`config.mk`:
```
export PLATFORM = sky130hd
export DESIGN_NAME = stall_control_block_flat
export DESIGN_NICKNAME = d
export VERILOG_FILES = /design/src/rtl/mips_pkg.sv /design/src/rtl/stall_control_block_if.sv /design/src/rtl/stall_control_block.sv /design/src/flat_wrapper.sv
export SDC_FILE = /design/constraint.sdc
export NUM_CORES = 1
export LEC_CHECK = 0
export BUFFER_PORTS_ARGS = -buffer_cell sky130_fd_sc_hd__buf_2
export CAP_MARGIN = 20
export CORE_AREA = 2 2 39 41
export DETAILED_ROUTE_END_ITERATION = 12
export DIE_AREA = 0 0 41 43
export PLACE_DENSITY = 0.3
export SLEW_MARGIN = 20
export SYNTH_ARGS = -nofsm -noshare
export SYNTH_HDL_FRONTEND = slang
export SYNTH_SLANG_ARGS = --single-unit
export TNS_END_PERCENT = 30
```
`constraint.sdc`:
```
create_clock -name clk -period 1.6 [get_ports clk]
set_clock_uncertainty 0.1 [all_clocks]
set_input_delay 0.16 -clock clk [delete_from_list [all_inputs] [get_ports clk]]
set_output_delay 0.16 -clock clk [all_outputs]
set_load 0.05 [all_outputs]
```
`src/rtl/mips_pkg.sv`:
```
// mips_pkg: shared opcode constants and opcode width for the 16-bit MIPS core
package mips_pkg;
  localparam int OP_W = 6;
  localparam logic [OP_W-1:0] OP_LD  = 6'b010100;
  localparam logic [OP_W-1:0] OP_JMP = 6'b011110;
  localparam logic [OP_W-1:0] OP_HLT = 6'b010001;
endpackage

```
`src/rtl/stall_control_block_if.sv`:
```
// stall_control_block_if: decode-opcode in, stall requests out
interface stall_control_block_if;
  import mips_pkg::*;
  logic [0:OP_W-1] op;
  logic            stall;
  logic            stall_pm;
  modport master (output op, input stall, stall_pm);
  modport slave  (input op, output stall, stall_pm);
endinterface

```
`src/rtl/stall_control_block.sv`:
```
// stall_control_block: load/jump/halt stall generator; STALL_CTRL_HALT_LATCH_EN makes halt sticky until reset
module stall_control_block
  import mips_pkg::*;
#(
  parameter logic [0:OP_W-1] LD_OP  = OP_LD,
  parameter logic [0:OP_W-1] JMP_OP = OP_JMP,
  parameter logic [0:OP_W-1] HLT_OP = OP_HLT
) (
  input logic clk,
  input logic reset,
  stall_control_block_if.slave bus
);
  logic ld_q, jmp_q, halt_q, pm_q;
  logic ld_hit, jmp_hit, hlt_hit;
  // opcode decode; a load or jump already in flight masks its own re-trigger for one cycle
  always_comb begin
    ld_hit    = (bus.op == LD_OP) & ~ld_q;
    jmp_hit   = (bus.op == JMP_OP) & ~jmp_q;
    hlt_hit   = bus.op == HLT_OP;
    bus.stall = reset & (ld_hit | jmp_hit | jmp_q | hlt_hit | halt_q);
  end
  assign bus.stall_pm = pm_q;
  // bubble tracking and the one-cycle delayed copy for program memory
  always_ff @(posedge clk or negedge reset) begin
    if (!reset) begin
      ld_q  <= 1'b0;
      jmp_q <= 1'b0;
      pm_q  <= 1'b0;
    end else begin
      ld_q  <= ld_hit;
      jmp_q <= jmp_hit;
      pm_q  <= bus.stall;
    end
  end
`ifdef STALL_CTRL_HALT_LATCH_EN
  // halt stays latched until reset
  always_ff @(posedge clk or negedge reset) begin
    if (!reset) halt_q <= 1'b0;
    else        halt_q <= halt_q | hlt_hit;
  end
`else
  assign halt_q = 1'b0;
`endif
endmodule

```
`src/flat_wrapper.sv`:
```
// flat-port wrapper written by rule: the top's interface ports become plain ports
module stall_control_block_flat import mips_pkg::*;
#(
  parameter logic [0:OP_W-1] LD_OP  = OP_LD,
  parameter logic [0:OP_W-1] JMP_OP = OP_JMP,
  parameter logic [0:OP_W-1] HLT_OP = OP_HLT
)
  (clk, reset, bus_op, bus_stall, bus_stall_pm);
  stall_control_block_if bus_i ();
  input logic clk;
  input logic reset;
  input wire logic [$bits(bus_i.op)-1:0] bus_op;
  output wire logic [$bits(bus_i.stall)-1:0] bus_stall;
  output wire logic [$bits(bus_i.stall_pm)-1:0] bus_stall_pm;
  assign bus_i.op = bus_op;
  assign bus_stall = bus_i.stall;
  assign bus_stall_pm = bus_i.stall_pm;
  stall_control_block #(.LD_OP(LD_OP), .JMP_OP(JMP_OP), .HLT_OP(HLT_OP)) u_core (.clk(clk), .reset(reset), .bus(bus_i));
endmodule
```
==> results.sh <==
export IMPL_status="finished, violations left"
export IMPL_failed_checks="setup timing"
export IMPL_gr_usage_all_layers=0.0602
export IMPL_rr_endpoint="u_core.bus.stall_pm"
export IMPL_fp_dieArea_um2=1760
export IMPL_totalWireLength_um=386
export IMPL_synth_nets=20
export IMPL_cts_tree="built"
export IMPL_grt_pass1_wl_um=593
export IMPL_endpoint_kind="primary output"
export IMPL_finalHoldWorstSlack_ps=128
export IMPL_drtIter0Drc=5
export IMPL_area_inside_the_core_boundary_um2=1380
export IMPL_timing_rr_start="u_core.ld_q"
export IMPL_clock_latency_on_the_worst_skew_pair_ps=230
export IMPL_ff_latch_area_um2=75.1
export IMPL_maximum_ir_drop_on_the_vdd_rail_mv=0.284
export IMPL_cts_buffers_inserted=3
export IMPL_die_y_um=43
export IMPL_gr_total_overflow=0
export IMPL_maximum_number_of_buffers_from_clock_root_to_sink=2
export IMPL_place_hpwl_um=287
export IMPL_drive_gt1_frac=0.593
export IMPL_final_max_tran_viols=0
export IMPL_whs_path_depth=3
export IMPL_drt_wirelength_per_cell_um=8.98
export IMPL_cap_violations=0
export IMPL_ys_seq_elements=3
export IMPL_synth_top_cells_by_area="sky130_fd_sc_hd__dfrtp_1, sky130_fd_sc_hd__nand4bb_1, sky130_fd_sc_hd__o31a_2"
export IMPL_via_per_inst=3.60
export IMPL_reported_leakage_power_nw=0.122
export IMPL_yosysTopAreaCell="sky130_fd_sc_hd__dfrtp_1"
export IMPL_mostFrequentLayoutCell="sky130_fd_sc_hd__buf_2"
export IMPL_finalCoreUtilization=0.193
export IMPL_hold_path_endpoint="u_core.ld_q"
export IMPL_power_per_cell_area_nw_per_um2=904
export IMPL_worst_r2r_cell_count=3
export IMPL_cp_required_ps=1340
export IMPL_place_area_um2=214
export IMPL_clk_pin_slew_ps=40
export IMPL_port_buffer_count=9
export IMPL_drt_pass1_iterations=2
export IMPL_hold_path_startpoint="bus_op[3]"
export IMPL_cp_startpoint="u_core.ld_q"
export IMPL_remaining_drc_errors=0
export IMPL_worst_hold_path_type="input port to register"
export IMPL_timing_worst_setup_path_type="register to primary output"
export IMPL_relative_slew_slack=0.834
export IMPL_ys_seq_area_frac=0.531
export IMPL_top_cell_type_s_share_of_synthesized_area=0.531
export IMPL_hold_viol_final=0
export IMPL_fin_crit_sh=1.03
export IMPL_crit_path_max_fanout=2
export IMPL_clockRootBuffer="sky130_fd_sc_hd__clkbuf_4"
export IMPL_yosysUniqueCellTypes=9
export IMPL_mean_instance_size_in_the_synthesized_netlist_um2=11.8
export IMPL_tritoncts_num_sinks=3
export IMPL_synth_warnings=0
export IMPL_setup_repair_after_global_routing_missed_its_margin="yes"
export IMPL_timing_final_ws_setup_ps=-40.9
export IMPL_setup_violations_final=1
export IMPL_final_area_um2=268
export IMPL_die_w_um=41
export IMPL_pre_cts_slack_ps=-86.1
export IMPL_multi_input_area_um2=73.8
export IMPL_leading_cell_types_in_the_layout_fill_and_taps_excluded="sky130_fd_sc_hd__buf_2, sky130_fd_sc_hd__clkbuf_4, sky130_fd_sc_hd__dfrtp_1"
export IMPL_worst_setup_path_start_kind="register"
export IMPL_detail_route_antenna_nets=0
export IMPL_filler_cell_count=155
export IMPL_initial_utilization=0.102
export IMPL_antenna_found_initial=0
export IMPL_core_rowCount=14
export IMPL_grt_max_degree=5
export IMPL_route_vias_total=155
export IMPL_grt_pass1_vias=153
export IMPL_max_slew_worst_pin_slew_ps=251
export IMPL_io_pins=10
export IMPL_htree_levels=1
export IMPL_area_overhead_of_the_layout_relative_to_synthesis_pct=89.4
export IMPL_cts_post_setup_buffers_inserted=0
export IMPL_max_clock_freq_mhz=609
export IMPL_synthCells=12
export IMPL_reg2reg_slack_ps=430
export IMPL_worst_endpoint_arrival_ps=1380
export IMPL_antenna_diode_instance_count=0
export IMPL_timing_final_crit_period_ps=1640
export IMPL_routabilityCongestion=0.514
export IMPL_fin_nets=36
export IMPL_syn_cell_area_um2=141
-- worst max-delay path by stage --
stage               slack [ps]   endpoint
finish                     -40  bus_stall
global route              -110  bus_stall
CTS                        -90  bus_stall
detailed placement         -90  bus_stall
global placement          -100  bus_stall
floorplan                  100  bus_stall
-- sequential cells by signal, summed over array words and instances, names as in the netlist --
register and flops:
u_core.bus.stall_pm 1, u_core.jmp_q 1, u_core.ld_q 1
-- stage by stage --
stage | instances | TNS (ps) | total power [mW]
2_1_floorplan | 12 | 0 | 0.0885
3_3_place_gp | 38 | -95.7 | 0.103
3_5_place_dp | 38 | -86.1 | 0.104
4_1_cts | 43 | -90.5 | 0.252
5_1_grt | 43 | -113 | 0.267
6_report | 43 | -40.9 | 0.242
-- area by class of cell --
class                      instances  share of cell area
tap                               16              0.0748
timing repair buffer              11               0.271
multi-input combinational          9               0.276
sequential                         3               0.280
clock buffer                       4              0.0981
-- power by group --
group	total (mW)	internal, mW	switching (mW)
Clock	0.135	0.0936	0.0411
Sequential	0.0775	0.0773	0.000281
Combinational	0.0299	0.0160	0.0139
Total	0.242	0.187	0.0553
-- timing repair --
item                                   in CTS  in global routing
setup endpoints to repair                   1                  1
endpoints found under the hold margin       3                  0
hold buffers                                1                  0
gates cloned                                0                  0
pin swaps                                   3                  2
gates resized for setup                     5                  0
-- cells in the mapped netlist --
cell type                   count
sky130_fd_sc_hd__a21oi_1        1
sky130_fd_sc_hd__nand4bb_1      1
sky130_fd_sc_hd__or4b_1         1
sky130_fd_sc_hd__o31a_2         1
sky130_fd_sc_hd__or3_2          1
sky130_fd_sc_hd__nand3b_1       1
sky130_fd_sc_hd__nor3b_1        1
sky130_fd_sc_hd__nor2_1         2
sky130_fd_sc_hd__dfrtp_1        3
-- cell families after synthesis --
| family | Yosys count | share of synthesized area |
|---|---|---|
| AND/OR/NAND/NOR | 7 | 0.363 |
| AO/OA/AOI/OAI | 2 | 0.106 |
| flip-flops | 3 | 0.531 |
-- critical path, cell delays in order (launching register included) --
cell,delay [ps]
sky130_fd_sc_hd__dfrtp_1,350
sky130_fd_sc_hd__or3_4,370
sky130_fd_sc_hd__a21oi_2,120
sky130_fd_sc_hd__o31a_2,170
sky130_fd_sc_hd__buf_8,150
-- routing by layer --
layer,up-vias,share of wire,global-route usage
li1,77,-,-
met1,68,0.46,0.0707
met2,10,0.36,0.0531
met3,0,0.17,0.0314
met4,0,0,0.100
met5,-,0,0
No activity file was read; power rests on OpenSTA's default activity.
